**config.mk**
```make
export PLATFORM = sky130hd
export DESIGN_NAME = cordic_angle_seq_rom
export DESIGN_NICKNAME = d
export VERILOG_FILES = /design/src/rtl/cordic_angle_seq_rom.sv
export SDC_FILE = /design/constraint.sdc
export NUM_CORES = 1
export LEC_CHECK = 0
export ABC_AREA = 1
export CAP_MARGIN = 30
export CORE_MARGIN = 10
export CORE_UTILIZATION = 40
export DETAILED_ROUTE_END_ITERATION = 12
export PLACE_DENSITY = 0.66
export SLEW_MARGIN = 20
export SYNTH_ARGS = -nofsm -noshare
export SYNTH_HDL_FRONTEND = slang
export SYNTH_SLANG_ARGS = --single-unit
```
**constraint.sdc**
```tcl
create_clock -name clk -period 3.6 [get_ports clk]
set_input_delay 0.72 -clock clk [delete_from_list [all_inputs] [get_ports clk]]
set_output_delay 0.72 -clock clk [all_outputs]
set_load 0.05 [all_outputs]
```
**src/rtl/cordic_angle_seq_rom.sv**
```systemverilog
// CORDIC elementary-angle table (atan 2^-i, optional atanh 2^-i via HYPERBOLIC_EN) with a per-iteration angle sequencer.
// Latency: random port 1 cycle; sequencer first beat 1 cycle after accepted start, then one beat per accepted cycle.
// Backpressure: seq_* held stable while seq_valid && !seq_ready; random port has none.
module cordic_angle_seq_rom #(
    parameter int ITERS  = 16,
    parameter int DATA_W = 16,
    parameter int FRAC_W = 14
) (
    input  logic              clk,
    input  logic              rst,
    input  logic              rd_en,
    input  logic [4:0]        rd_addr,
    output logic [DATA_W-1:0] rd_data,
    output logic              rd_valid,
    input  logic              start,
    input  logic              seq_ready,
`ifdef HYPERBOLIC_EN
    input  logic              mode_hyp,
`endif
    output logic              seq_valid,
    output logic [4:0]        seq_idx,
    output logic [DATA_W-1:0] seq_angle,
    output logic              seq_last,
    output logic              busy
);

    localparam logic [4:0] LAST = 5'(ITERS - 1);

    typedef enum logic {IDLE, STREAM} state_t;

    state_t     state, state_nxt;
    logic [4:0] idx;
    logic       dup;
    logic       rep_now;
    logic       last_now;
    logic       accept;
    logic       start_go;

`ifdef HYPERBOLIC_EN
    logic hyp_lat;
`endif

    function automatic logic [31:0] atan_q30(input logic [4:0] i);
        case (i)
            5'd0:    return 32'd843314857;
            5'd1:    return 32'd497837830;
            5'd2:    return 32'd263043837;
            5'd3:    return 32'd133525159;
            5'd4:    return 32'd67021688;
            5'd5:    return 32'd33543516;
            5'd6:    return 32'd16775851;
            5'd7:    return 32'd8388437;
            5'd8:    return 32'd4194283;
            5'd9:    return 32'd2097149;
            5'd10:   return 32'd1048576;
            default: return 32'h4000_0000 >> i;
        endcase
    endfunction

`ifdef HYPERBOLIC_EN
    // Entry 0 is unused by the hyperbolic iteration and reads as zero.
    function automatic logic [31:0] atanh_q30(input logic [4:0] i);
        case (i)
            5'd0:    return 32'd0;
            5'd1:    return 32'd589812981;
            5'd2:    return 32'd274247418;
            5'd3:    return 32'd134923406;
            5'd4:    return 32'd67196451;
            5'd5:    return 32'd33565361;
            5'd6:    return 32'd16778582;
            5'd7:    return 32'd8388779;
            5'd8:    return 32'd4194325;
            5'd9:    return 32'd2097155;
            5'd10:   return 32'd1048576;
            default: return 32'h4000_0000 >> i;
        endcase
    endfunction
`endif

    // Q2.30 constant rounded half-up to FRAC_W fraction bits; out-of-range index reads zero.
    function automatic logic [DATA_W-1:0] angle_at(input logic [4:0] i);
        logic [31:0] q;
        q = atan_q30(i);
`ifdef HYPERBOLIC_EN
        if (hyp_lat) q = atanh_q30(i);
`endif
        if (i > LAST) return '0;
        return DATA_W'((q + (32'd1 << (29 - FRAC_W))) >> (30 - FRAC_W));
    endfunction

    always_comb begin
        rep_now = 1'b0;
`ifdef HYPERBOLIC_EN
        rep_now = hyp_lat && (idx == 5'd4 || idx == 5'd13);
`endif
    end

    assign accept   = (state == STREAM) && seq_ready;
    assign last_now = (idx == LAST) && (!rep_now || dup);
    assign start_go = start && ((state == IDLE) || (accept && last_now));

    always_ff @(posedge clk) begin
        if (rst) state <= IDLE;
        else     state <= state_nxt;
    end

    always_comb begin
        state_nxt = state;
        case (state)
            IDLE:    if (start) state_nxt = STREAM;
            STREAM:  if (accept && last_now && !start) state_nxt = IDLE;
            default: state_nxt = IDLE;
        endcase
    end

    always_ff @(posedge clk) begin
        if (rst) begin
            idx <= '0;
            dup <= 1'b0;
`ifdef HYPERBOLIC_EN
            hyp_lat <= 1'b0;
`endif
        end else if (start_go) begin
            dup <= 1'b0;
`ifdef HYPERBOLIC_EN
            hyp_lat <= mode_hyp;
            idx     <= mode_hyp ? 5'd1 : 5'd0;
`else
            idx     <= 5'd0;
`endif
        end else if (accept) begin
            // Repeated hyperbolic index: first acceptance only sets dup, index advances on the second.
            if (rep_now && !dup) begin
                dup <= 1'b1;
            end else begin
                dup <= 1'b0;
                idx <= idx + 5'd1;
            end
        end
    end

    always_comb begin
        seq_valid = (state == STREAM);
        busy      = (state == STREAM);
        seq_idx   = '0;
        seq_angle = '0;
        seq_last  = 1'b0;
        if (state == STREAM) begin
            seq_idx   = idx;
            seq_angle = angle_at(idx);
            seq_last  = last_now;
        end
    end

    always_ff @(posedge clk) begin
        if (rst) begin
            rd_data  <= '0;
            rd_valid <= 1'b0;
        end else begin
            rd_valid <= rd_en;
            if (rd_en) rd_data <= angle_at(rd_addr);
        end
    end

endmodule
```
### Yosys cells after proc, flatten, opt, wreduce, memory -nomap -nowiden

Cells that the tools add are included.

* bits in registers: 23
* output and inout bits: 41
* word-level logic and storage cells: 62

* add/subtract/negate cells: 3
* equality and inequality tests: 21
* multiplexer cells: 20
* bitwise operators: 1
* shifts and indexed selects: 2
* order comparisons: 2
* reduce and logical (&&, ||, !) cells: 9

Operator list (number)
* $pmux 32 s11: 2
* $mux 32: 3
* $mux 16: 5
* $add 32x16->32 const B: 2
* $shr 31x5->32 const A: 2
* $eq 5x3->1 const B: 8
* $eq 5x4->1 const B: 7
* $eq 5x2->1 const B: 4
* $eq 5x1->1 const B: 2
* $gt 5x4->1 const B: 2
* $logic_not 5->1: 2
* $mux 1: 8
* $add 5x1->5 const B: 1
* $mux 5: 1
* $logic_and 1x1->1: 4
* $pmux 1 s2: 1
* $reduce_or 2->1: 1
* $logic_not 1->1: 1
* $logic_or 1x1->1: 1
* $not 1->1: 1

### Logic depth before layout (Yosys ltp)

* word-level depth: 6
* depth in mapped cells: 19
* gate-level depth less buffers: 19

### Worst setup path before layout

Ideal clock, no wire load.

* path type: register to output
* start: reg idx[1]
* end: out seq_angle[1]
* stages on the path, launching flop included: 17
* slack: -0.082 ns
* data required time: 2.880 ns
* arrival time: 2.962 ns
* cell sequence: dfxtp_1 > inv_1 > ha_1 > inv_1 > nor2_1 > nand2_1 > nand2_4 > nor2_8 > nand3_4 > inv_2 > nand2_2 > nand2_2 > inv_1 > ha_1 > nand3_2 > inv_1 > nor3_1

* word-level cells in the longest chain between the ends: 6

RTL lines
* from (decl): RTL line 32 `logic [4:0] idx;`
* from (signal assigned): RTL line 137 `idx <= idx + 5'd1;`
* $shr 31x5->32 (tied with other cells): RTL line 56 `default: return 32'h4000_0000 >> i;`
* $pmux 32 s11: RTL line 44 `case (i)`
* $mux 32: RTL line 148 `if (state == STREAM) begin`
* $add 32x16->32: RTL line 88 `return DATA_W'((q + (32'd1 << (29 - FRAC_W))) >> (30 - FRAC_W));`
* $mux 16 *: RTL line 88
* $mux 16 *: RTL line 148
* to (decl): RTL line 22 `output logic [DATA_W-1:0] seq_angle,`

Mark *: on every way between the ends. The rest lies on a longest branch, timed or not. The select of a mux whose other input is x is not followed.

### Worst setup path in the final report

* start: reg idx[0]
* end: out seq_angle[7]

Same word-level chain as after synthesis.

==> flow_summary_export.csv <==
group,metric,value,unit
sta,finalSetupViolations,0,
power,switching_share,0.3948,
power,combPwrFrac,0.399,
synthesis,synth_cell_types,37,
final_layout,layout-drive-gt1-share,0.2106,
global_route,grt_pass1_wl,10.95,mm
drt,routed_via_density,5.026,
power,ir_drop,105.6,uV
cts,ctsHoldBuffers,0,
drt,ant_nets,0,
die,initial_core_util,0.4122,
power,internal_power,438.1,uW
die,die_w,95.33,um
sta,finalClockSkew,1.189,ps
global_route,grtUsageTotal,0.1450,
cts,cts_tree,"built",
sta,tightest_slew,794.5,ps
placement,dp.cells,495,
final_layout,stdcell_count,504,
sta,tns,0,ps
sta,fin_ws,176.4,ps
worst_setup_path,crit_path_cell_trace,"inv_1, ha_2, nand2_1, inv_1, nand2_2, nand2_4, nor2_8, nand3_4, nand2_1, nand2_2, inv_2, ha_4, nand3_4, nor3_1, nor2_1, nor2_2, buf_12",
final_layout,final_nets,452,
worst_setup_path,critPathKind,"reg -> out",
cts,numCtsBuffers,3,
synthesis,syn_nets,395,
synthesis,syn-mean-instance-area,6.036,um2
final_layout,syn_to_final_growth,35.61,%
placement,portBuffers,49,
synthesis,yosys.area.top_type,"dfxtp_1",
placement,dpl_worst_slack,207.7,ps
drt,drc,0,
final_layout,final_cell_mix,"nand2_1 (96), inv_1 (56), nor2_1 (52)",
final_layout,num_antenna_cells,0,
cts,path_clk_slew,100,ps
power,power.switching,285.8,uW
drt,vias,2533,
worst_setup_path,crit_fanout,5,
power,p_per_area,235.2,nW/um2
power,seqPwrFrac,0.367,
cts,insertion_delay,270,ps
worst_setup_path,start_kind,"register",
die,num_io_pins,51,
cts,cts-htree-levels,1,
synthesis,synth.area.top_cells,"dfxtp_1 (20%), nand2_1 (16%), inv_1 (9.8%), nor2_1 (9.4%), ha_1 (5.0%)",
synthesis,seq_area_frac_synth,0.2029,
sta,hold_viol_final,0,
drt,dr.pass1.iters,4,
placement,routabilityCongestion,0.9523,
power,p_clk_frac,0.234,
drt,wire_per_inst,13.20,um
drt,routed_wl,6.651,mm
die,dieArea,9087,um2
power,finalPower,723.9,uW
drt,dr.first_iter.drc_count,114,
synthesis,synth_edf_count,0,
worst_setup_path,worstSetupEndpointType,"primary output",
die,design.core.area,5507,um2
cts,cts_buffer_depth,2,
worst_setup_path,worst_path_max_delay_cell,"dfxtp_4",
sta,hold_slack,446.5,ps
worst_setup_path,worst_path_largest_cell_delay,380,ps
synthesis,synth-main-ff-cell,"dfxtp_1",
power,leakage,1.473,nW
die,core.rowCount,27,
cts,cts_root_buffer,"clkbuf_8",
hold_path,worstHoldPathType,"reg -> reg",
worst_setup_path,worst_ep_arrival_time,2700,ps
synthesis,synth-seq-cells,23,
synthesis,ys_warn_count,0,
sta,finalCritPeriodShare,0.9510,
synthesis,netlist_area,2270,um2
cts,clock-sinks,23,
global_route,grt_pass1_vias,2414,
sta,rsz0062_at_grt,"false",
sta,fmax,0.2921,GHz
worst_setup_path,cp.required,2880,ps
placement,dp_hpwl,5.480,mm
synthesis,synth_cells,376,
outcome,status,"finished, final reports clean",
global_route,grt_antenna_before_repair,0,
global_route,grt_max_degree,15,
global_route,grt.overflow.total,0,
sta,slew_headroom,0.4684,
sta,drv_slew,0,
job,maxCapViolCount,0,
die,fp.dieH,95.33,um
synthesis,synthArstFlopShare,0,
final_layout,layout_commonest_cell,"nand2_1",
synthesis,synth_top_area_share,0.2029,
sta,min_period,3424,ps
[cells in the mapped netlist (6+ instances only)]
library cell and instances:
a21oi_1 15, dfxtp_1 23, ha_1 9, inv_1 59, nand2_1 98, nand2_2 6, nand3_1 21, nand4_1 10
nor2_1 57, nor3_1 8, o21ai_0 11
[critical path: cells and delay by family (launching register included)]
kind,cells,cell delay (ps)
DFF,1,380
and+or+nand+nor,11,1310
buffers and inverters,4,380
adders and majority gates,2,350
[sequential cells by signal (all words and copies together) (netlist names)]
| signal | cells |
|---|---|
| rd_data | 16 |
| busy | 1 |
| idx | 5 |
| rd_valid | 1 |
[timing repair]
| item | in CTS | in global routing |
|---|---|---|
| pin swaps | 0 | 5 |
| buffers inserted | 0 | 5 |
| resized for setup | 4 | 22 |
| setup endpoints to repair | 6 | 7 |
[layer usage]
metal | part of all wire | GRT usage | vias up
met4 | 0.0093 | 0.03491 | 0
met3 | 0.047 | 0.02200 | 6
met2 | 0.53 | 0.2773 | 69
met5 | 0 | 0 | -
met1 | 0.41 | 0.1624 | 1158
li1 | - | - | 1300
[final timing paths]
kind / slack (ps) / end / cells past startpoint / startpoint
worst max-delay path: 180 / seq_angle[7] / 17 / idx[0]$_SDFFE_PP0P_
worst min register to register: 450 / rd_data[15]$_SDFFE_PP0P_ / 2 / rd_data[15]$_SDFFE_PP0P_
worst max register to register: 1810 / idx[2]$_SDFFE_PP0P_ / 7 / idx[0]$_SDFFE_PP0P_
worst min-delay path: 450 / rd_data[15]$_SDFFE_PP0P_ / 2 / rd_data[15]$_SDFFE_PP0P_
[through the flow]
step / util / area, um2
global route: 0.5590 / 3078
CTS: 0.5397 / 2972
global placement: 0.5292 / 2914
detailed placement: 0.5292 / 2914
finish: 0.5590 / 3078
floorplan: - / 2275
[cell type report]
| class | count | area, um2 |
|---|---|---|
| fill | 520 | 2429 |
| multi-input combinational | 283 | 1609 |
| timing repair buffer | 58 | 620.6 |
| sequential | 23 | 469.2 |
| inverter | 64 | 240.2 |
| tap | 72 | 90.09 |
| clock buffer | 3 | 41.29 |
| clock inverter | 1 | 7.507 |
[kinds of logic after synthesis]
family | synth area share
buffers and inverters | 0.1207
adder cells (fa/ha/maj) | 0.04961
AO/OA/AOI/OAI | 0.1174
AND/OR/NAND/NOR | 0.5077
flip-flops | 0.2029
other | 0.001652
[power groups by stage]
stage | sequential [mW] | combinational, mW | clock (mW)
after detailed placement | 0.273 | 0.276 | 0
after global routing | 0.267 | 0.313 | 0.184
after global placement | 0.272 | 0.276 | 0
after floorplan | 0.292 | 0.166 | 0
final | 0.266 | 0.289 | 0.169
after CTS | 0.267 | 0.278 | 0.176
(Power assumes the default switching activity.)
